**src/rtl/uart_pkg.sv**
```systemverilog
// Shared UART receiver definitions: default bit timing, FSM state encoding
// and ASCII line terminators used by the matcher and its benches.
package uart_pkg;

  localparam int unsigned CLKS_PER_BIT_DEF = 10416;
  localparam int unsigned HALF_BIT_DEF     = CLKS_PER_BIT_DEF / 2;

  typedef enum logic [2:0] {
    IDLE  = 3'd0,
    START = 3'd1,
    DATA  = 3'd2,
    STOP  = 3'd3,
    BREAK = 3'd4
  } rx_state_e;

  localparam logic [7:0] CR = 8'h0D;
  localparam logic [7:0] LF = 8'h0A;

endpackage

```
**src/rtl/uart_recv_rx_sync.sv**
```systemverilog
// Two-flop synchronizer for an asynchronous single-bit input; the reset
// value is a parameter so an idle-high line does not fake an edge.
module rx_sync #(
  parameter logic RESET_VAL = 1'b1
) (
  input  logic clk,
  input  logic rst,
  input  logic d,
  output logic q
);

  logic meta;

  always_ff @(posedge clk or negedge rst) begin
    if (!rst) begin
      meta <= RESET_VAL;
      q    <= RESET_VAL;
    end else begin
      meta <= d;
      q    <= meta;
    end
  end

endmodule

```
**src/rtl/uart_recv.sv**
```systemverilog
// 8N1 UART receiver: mid-bit sampling from a start-edge aligned baud counter,
// one-cycle valid/frame_err strobes, BREAK state to ride out a held-low line.
module uart_recv
  import uart_pkg::*;
#(
  parameter int unsigned CLKS_PER_BIT = CLKS_PER_BIT_DEF,
  parameter int unsigned HALF_BIT     = CLKS_PER_BIT / 2
) (
  input  logic       clk,
  input  logic       rst,
  input  logic       uart_rx,
  output logic [7:0] recv_data,
  output logic       valid,
  output logic       frame_err,
  output logic       busy
);

  localparam int unsigned CNT_W = $clog2(CLKS_PER_BIT);
  localparam logic [CNT_W-1:0] HALF_LAST = CNT_W'(HALF_BIT - 1);
  localparam logic [CNT_W-1:0] BIT_LAST  = CNT_W'(CLKS_PER_BIT - 1);

  rx_state_e        state;
  logic [CNT_W-1:0] baud_cnt;
  logic [2:0]       bit_idx;
  logic [7:0]       shift;
  logic             rx_s;
  logic             rx_prev;

  rx_sync #(.RESET_VAL(1'b1)) u_sync (
    .clk (clk),
    .rst (rst),
    .d   (uart_rx),
    .q   (rx_s)
  );

  assign busy = (state != IDLE);

  always_ff @(posedge clk or negedge rst) begin
    if (!rst) begin
      state     <= IDLE;
      baud_cnt  <= '0;
      bit_idx   <= '0;
      shift     <= '0;
      rx_prev   <= 1'b1;
      recv_data <= '0;
      valid     <= 1'b0;
      frame_err <= 1'b0;
    end else begin
      rx_prev   <= rx_s;
      valid     <= 1'b0;
      frame_err <= 1'b0;
      unique case (state)
        IDLE: begin
          baud_cnt <= '0;
          if (rx_prev && !rx_s) state <= START;
        end
        START: begin
          if (baud_cnt == HALF_LAST) begin
            baud_cnt <= '0;
            bit_idx  <= '0;
            state    <= rx_s ? IDLE : DATA;
          end else begin
            baud_cnt <= baud_cnt + 1'b1;
          end
        end
        DATA: begin
          if (baud_cnt == BIT_LAST) begin
            baud_cnt <= '0;
            shift    <= {rx_s, shift[7:1]};
            if (bit_idx == 3'd7) state <= STOP;
            else bit_idx <= bit_idx + 1'b1;
          end else begin
            baud_cnt <= baud_cnt + 1'b1;
          end
        end
        STOP: begin
          if (baud_cnt == BIT_LAST) begin
            baud_cnt <= '0;
            if (rx_s) begin
              recv_data <= shift;
              valid     <= 1'b1;
              state     <= IDLE;
            end else begin
              frame_err <= 1'b1;
              state     <= BREAK;
            end
          end else begin
            baud_cnt <= baud_cnt + 1'b1;
          end
        end
        BREAK: begin
          baud_cnt <= '0;
          if (rx_s) state <= IDLE;
        end
        default: begin
          baud_cnt <= '0;
          state    <= IDLE;
        end
      endcase
    end
  end

endmodule

```
**config.mk**
```make
export PLATFORM = sky130hd
export DESIGN_NAME = uart_recv
export DESIGN_NICKNAME = d
export VERILOG_FILES = /design/src/rtl/uart_pkg.sv /design/src/rtl/uart_recv_rx_sync.sv /design/src/rtl/uart_recv.sv
export SDC_FILE = /design/constraint.sdc
export NUM_CORES = 1
export LEC_CHECK = 0
export BUFFER_PORTS_ARGS = -buffer_cell sky130_fd_sc_hd__buf_2
export CORE_MARGIN = 2
export CORE_UTILIZATION = 35
export CTS_BUF_LIST = sky130_fd_sc_hd__clkbuf_4 sky130_fd_sc_hd__clkbuf_8
export CTS_CLUSTER_SIZE = 40
export DETAILED_ROUTE_END_ITERATION = 6
export PLACE_DENSITY = 0.59
export SLEW_MARGIN = 25
export SYNTH_ARGS = -nofsm -noshare
export SYNTH_HDL_FRONTEND = slang
export SYNTH_SLANG_ARGS = --single-unit
```
**constraint.sdc**
```tcl
create_clock -name clk -period 2.1 [get_ports clk]
set_input_delay 0.21 -clock clk [delete_from_list [all_inputs] [get_ports clk]]
set_output_delay 0.21 -clock clk [all_outputs]
set_load 0.01 [all_outputs]
```
---- Yosys cells after proc, flatten, opt, wreduce, memory -nomap -nowiden ----
Cells that the tools add are included.
storage, ports and cells
  logic and storage cells ................. 58
  bits of input ports ..................... 3
  flip-flop bits (word level) ............. 41
  output and inout port bits .............. 11
operators by class
  multiplexer cells ....................... 22
  equal/unequal tests ..................... 14
  add/sub/neg operators ................... 2
  reduce and logical (&&, ||, !) cells .... 10
operators by type and width
  kind                   number
  $mux 3                 10
  $mux 14                2
  $pmux 14 s2            1
  $pmux 3 s5             1
  $add 14x1->14 const B  1
  $eq 14x13->1 const B   1
  $eq 14x14->1 const B   1
  $ne 2x2->1 const B     6
  $eq 3x2->1 const B     2
  $eq 3x3->1 const B     2
  $mux 1                 6
  $pmux 3 s2             1
  $reduce_and 6->1       1
  $reduce_and 4->1       1
  $add 3x1->3 const B    1
  $eq 3x1->1 const B     1
  $logic_not 3->1        1
  $reduce_and 3->1       1
  $reduce_bool 3->1      1
  $mux 2                 1
  $ne 2x1->1 const B     1
  $reduce_and 2->1       1
  $reduce_bool 2->1      1
  $reduce_or 2->1        1
  2 further kinds        2

---- Logic depth before layout (Yosys ltp) ----
  depth in word-level cells ............... 4
  mapped depth ............................ 7
  depth with buffers taken out ............ 6

---- By module ----
From an unflattened synthesis, not the netlist that was laid out.
unflattened totals
  cells, all modules ...................... 153
  area, all modules ....................... 1858.0 um^2
modules (own cells, without submodules)
  module     cells each  times used  area an instance (um^2)  sequential area each (um^2)
  uart_recv  151         1           1805.5                   977.2
  rx_sync    2           1           52.6                     52.6

---- Least setup slack after synthesis ----
No wires, ideal clock.
  kind .................................... register to register
  from .................................... register baud_cnt[5]
  to ...................................... register state[0]
  required time ........................... 1.973 ns
  arrival time ............................ 1.875 ns
  slack ................................... 0.097 ns
  path buffers ............................ 0
  period minus slack after synthesis ...... 2.003 ns
  cell stages (with the launch flop) ...... 6
  library setup time ...................... 0.127 ns
  cells stage by stage .................... dfrtp_1 > or4_1 > or4_4 > nand3_2 > o21a_4 > mux2_1
on the way
  cells in the longest elaborated chain, start to end .. 3
  elaborated cells between the ends (all ways) .. 6
  classes of those cells .................. eq/ne: 5; reduce/logical: 1
RTL lines
  what                                          RTL line                                           text
  start, declared                               uart_recv.sv:23                                    logic [CNT_W-1:0] baud_cnt;
  start signal, assigned                        uart_recv.sv:63                                    baud_cnt <= baud_cnt + 1'b1;
  start signal, assigned                        uart_recv.sv:73                                    baud_cnt <= baud_cnt + 1'b1;
  start signal, assigned                        uart_recv.sv:88                                    baud_cnt <= baud_cnt + 1'b1;
  $eq 14x14->1 or $eq 14x13->1 (tied branches)  uart_recv.sv:67, uart_recv.sv:77, uart_recv.sv:58
  $ne 2x2->1 (no line)                          -
  $reduce_and 6->1 (no line) *                  -
  end signal, assigned                          uart_recv.sv:61                                    state <= rx_s ? IDLE : DATA;
  end, declared                                 uart_recv.sv:22                                    rx_state_e state;
Mark *: on every way between the ends. The rest lies on a longest branch, timed or not.
A chain may end at the register's enable or synchronous reset.

---- Final worst setup path ----
  from .................................... register baud_cnt[8]
  to ...................................... register state[0]
The elaborated chain is that of the path after synthesis.

==> metrics.txt <==
# TYPE chip_impl_metric gauge
chip_impl_info{name="status",value="complete, no violations"} 1
chip_impl_info{name="synth_top_flop_cell",value="sky130_fd_sc_hd__dfrtp_1"} 1
chip_impl_metric{name="via_count",unit=""} 1178
chip_impl_metric{name="final_antenna_net_count",unit=""} 0
chip_impl_metric{name="wl",unit="mm"} 3.13
chip_impl_metric{name="peakVddDrop",unit="uV"} 378
chip_impl_metric{name="ff2ff_path_depth",unit=""} 5
chip_impl_metric{name="numCtsBuffers",unit=""} 5
chip_impl_metric{name="rows",unit=""} 26
chip_impl_info{name="cp-start-kind",value="flip-flop"} 1
chip_impl_info{name="netlist.top_cell.by_area",value="sky130_fd_sc_hd__dfrtp_1"} 1
chip_impl_metric{name="die_height",unit="um"} 77.2
chip_impl_metric{name="layout_worst_path_cycle_share",unit=""} 0.960
chip_impl_metric{name="worst_clock_skew",unit="ns"} 0.00768
chip_impl_metric{name="design.core.area",unit="sq um"} 5140
chip_impl_metric{name="gr-usage-all-layers",unit=""} 0.122
chip_impl_metric{name="num-nets-final",unit=""} 183
chip_impl_metric{name="synth-async-reset-ratio",unit=""} 1.00
chip_impl_metric{name="cts.path.max_buffers",unit=""} 2
chip_impl_metric{name="cell_pwr_density",unit="nW/um^2"} 868
chip_impl_metric{name="synth-seq-cells",unit=""} 41
chip_impl_info{name="layout.cells.most_common",value="sky130_fd_sc_hd__dfrtp_1"} 1
chip_impl_metric{name="antenna-diode-count",unit=""} 0
chip_impl_metric{name="finalCriticalPeriod",unit="ns"} 2.02
chip_impl_metric{name="drive_gt1_frac",unit=""} 0.350
chip_impl_metric{name="horizontal_extent_of_the_die",unit="um"} 77.2
chip_impl_metric{name="finish.utilization",unit=""} 0.431
chip_impl_info{name="rsz_0062_raised_after_global_routing",value="no"} 1
chip_impl_info{name="top_area_cells_in_the_synthesized_netlist",value="sky130_fd_sc_hd__dfrtp_1, sky130_fd_sc_hd__mux2_2, sky130_fd_sc_hd__dfstp_2, sky130_fd_sc_hd__nor2_1, sky130_fd_sc_hd__xnor2_1"} 1
chip_impl_metric{name="synth_largest_type_area_fraction",unit=""} 0.508
chip_impl_metric{name="number_of_setup_violations_in_the_final_report",unit=""} 0
chip_impl_metric{name="syn-instance-count",unit=""} 150
chip_impl_metric{name="wl_per_instance",unit="um"} 12.7
chip_impl_metric{name="max_freq",unit="MHz"} 496
chip_impl_info{name="worst_min_delay_path_class",value="in2async"} 1
chip_impl_metric{name="total_number_of_h_tree_levels",unit=""} 2
chip_impl_metric{name="synth_enable_flop_cells",unit=""} 0
chip_impl_info{name="cts_tree",value="built"} 1
chip_impl_metric{name="endpoint_required_time_on_the_critical_path",unit="ns"} 2.28
chip_impl_info{name="crit_path_end_kind",value="flip-flop"} 1
chip_impl_metric{name="r2r_setup_slack",unit="ns"} 0.08
chip_impl_metric{name="final-hold-violation-count",unit=""} 0
chip_impl_info{name="setup.worst_path.end",value="state[0]"} 1
chip_impl_metric{name="path_max_fanout",unit=""} 5
chip_impl_metric{name="maxCapViolations",unit=""} 0
chip_impl_metric{name="max_slew.worst_pin.slew",unit="ns"} 0.875
chip_impl_metric{name="hpwlAfterDp",unit="mm"} 2.27
chip_impl_info{name="most-common-layout-cells",value="sky130_fd_sc_hd__dfrtp_1, sky130_fd_sc_hd__nor2_1, sky130_fd_sc_hd__mux2_2"} 1
chip_impl_metric{name="post_synth.cell_area_avg",unit="sq um"} 12.5
chip_impl_metric{name="gp_congestion",unit=""} 0.854
chip_impl_metric{name="power.leakage",unit="nW"} 1.02
chip_impl_metric{name="critPathArrivalTime",unit="ns"} 2.19
chip_impl_metric{name="initial_core_util",unit=""} 0.364
chip_impl_metric{name="die_area",unit="sq um"} 5950
chip_impl_metric{name="synth_cell_type_count",unit=""} 37
chip_impl_metric{name="drt_initial_violations",unit=""} 51
chip_impl_metric{name="path_clk_slew",unit="ns"} 0.08
chip_impl_metric{name="synth_area",unit="sq um"} 1870
chip_impl_info{name="cp-startpoint",value="baud_cnt[8]"} 1
chip_impl_metric{name="area_delta_synth_final",unit="%"} 18.4
chip_impl_metric{name="first_global_vias",unit=""} 1206
chip_impl_metric{name="global_route.overflow_total",unit=""} 0
chip_impl_info{name="regToRegStartpoint",value="baud_cnt[8]"} 1
chip_impl_metric{name="synth_nets",unit=""} 157
chip_impl_info{name="timing_worst_setup_path_type",value="reg2reg"} 1
chip_impl_metric{name="tritoncts_num_sinks",unit=""} 41
chip_impl_metric{name="ios",unit=""} 14
chip_impl_info{name="timing.rr.end",value="state[0]"} 1
chip_impl_metric{name="clk_latency",unit="ns"} 0.29
chip_impl_metric{name="pin_count_of_the_biggest_net_entering_global_routing",unit=""} 42
chip_impl_metric{name="timing_max_transition_violations_final",unit=""} 0
chip_impl_info{name="clock_tree.root_cell",value="sky130_fd_sc_hd__clkbuf_8"} 1
chip_impl_metric{name="grt_first_pass_wirelength",unit="mm"} 5.63
chip_impl_metric{name="port_buffers",unit=""} 13
chip_impl_metric{name="slew-limit-headroom",unit=""} 0.417
chip_impl_metric{name="number_of_antenna_violations_at_the_first_check_in_global_routing",unit=""} 0
chip_impl_metric{name="count_of_unresolved_drc_violations_after_routing",unit=""} 0
chip_impl_metric{name="yosysWarningCount",unit=""} 0
chip_impl_metric{name="detail_route.vias_per_cell",unit=""} 4.77
chip_impl_metric{name="ys_seq_area_frac",unit=""} 0.550
chip_impl_metric{name="timing.setup.tns",unit="ns"} 0
chip_impl_metric{name="first_pass_iters",unit=""} 4
[final cells by class]
| type | instances | area, sq um |
|---|---|---|
| fillers | 497 | 2920 |
| flip-flops and latches | 41 | 1030 |
| multi-input cells | 102 | 830 |
| repair buffers | 22 | 135 |
| well taps | 70 | 87.6 |
| clock buffers | 6 | 82.6 |
| clock inverters | 2 | 37.5 |
| inverters | 4 | 15.0 |
[routing by layer]
metal / track usage / part of all wire
met5: 0 / 0
met4: 0.0482 / 0.015
met3: 0.0424 / 0.035
met2: 0.203 / 0.49
met1: 0.144 / 0.46
[report_power, final]
group	total (mW)	switching [mW]	internal, mW
clock network	0.646	0.260	0.386
registers	0.945	0.107	0.838
logic	0.332	0.196	0.136
total	1.92	0.563	1.36
[Yosys cell counts, types with 2 or more instances]
library cell	instances
sky130_fd_sc_hd__dfrtp_1	38
sky130_fd_sc_hd__nor2_1	20
sky130_fd_sc_hd__mux2_2	16
sky130_fd_sc_hd__xnor2_1	8
sky130_fd_sc_hd__nand3_1	7
sky130_fd_sc_hd__nor3_1	6
sky130_fd_sc_hd__nand2_1	5
sky130_fd_sc_hd__ha_1	4
sky130_fd_sc_hd__inv_1	4
sky130_fd_sc_hd__xor2_1	4
sky130_fd_sc_hd__dfstp_2	3
sky130_fd_sc_hd__a22o_2	2
sky130_fd_sc_hd__and3_1	2
sky130_fd_sc_hd__nand3_2	2
sky130_fd_sc_hd__nand3b_1	2
sky130_fd_sc_hd__nand4bb_1	2
sky130_fd_sc_hd__nor2b_1	2
sky130_fd_sc_hd__nor4_1	2
sky130_fd_sc_hd__nor4b_4	2
sky130_fd_sc_hd__o21ai_0	2
[cell families after synthesis]
logic type / Yosys count / synth area share
AND/OR/NAND/NOR: 59 / 0.200
XOR/XNOR: 12 / 0.0561
flip-flops: 41 / 0.550
AO/OA/AOI/OAI: 9 / 0.0401
adder cells (fa/ha/maj): 4 / 0.0267
buffers and inverters: 7 / 0.0167
multiplexers: 18 / 0.110
[worst min path at each step]
| stage | from | to | slack (ns) | cells after the start |
|---|---|---|---|---|
| finish | rst | baud_cnt[12] | 0.04 | 1 |
| global route | rst | baud_cnt[8] | 0.11 | 1 |
| CTS | rst | shift[2] | 0.06 | 1 |
| detailed placement | uart_rx | u_sync.meta | 0.32 | 1 |
| global placement | uart_rx | u_sync.meta | 0.32 | 1 |
| floorplan | rst | baud_cnt[0] | -0.09 | 0 |
[repair_timing]
item	CTS	global route
setup buffers	0	1
resized for setup	0	3
setup endpoints to repair	0	9
hold endpoints to repair	1	0
hold buffers	1	0
[state kept, by name, summed over array words and instances (netlist names), 3 cells and up]
register   flops
baud_cnt      14
recv_data      8
shift          8
bit_idx        3
state          3
[worst max-delay path: stages, from the launching register on]
cell and delay (ns):
sky130_fd_sc_hd__dfrtp_1 0.44, sky130_fd_sc_hd__or4_1 0.48, sky130_fd_sc_hd__or4_4 0.44, sky130_fd_sc_hd__nand3_2 0.11
sky130_fd_sc_hd__o21a_4 0.13, sky130_fd_sc_hd__mux2_1 0.30
[metrics by stage]
step | setup WS [ns] | power [mW] | cell area (sq um) | hold WS (ns) | cells
5_1_grt | 0.00430 | 2.04 | 2220 | 0.111 | 247
4_1_cts | 0.0149 | 1.94 | 2190 | 0.0619 | 246
3_3_place_gp | 0.0753 | 1.26 | 2060 | 0.317 | 237
6_report | 0.0847 | 1.92 | 2220 | 0.0397 | 247
3_5_place_dp | 0.0463 | 1.27 | 2060 | 0.317 | 237
2_1_floorplan | 0.0971 | 1.18 | 1870 | -0.0856 | 150
Power figures use the tool's default switching activity.
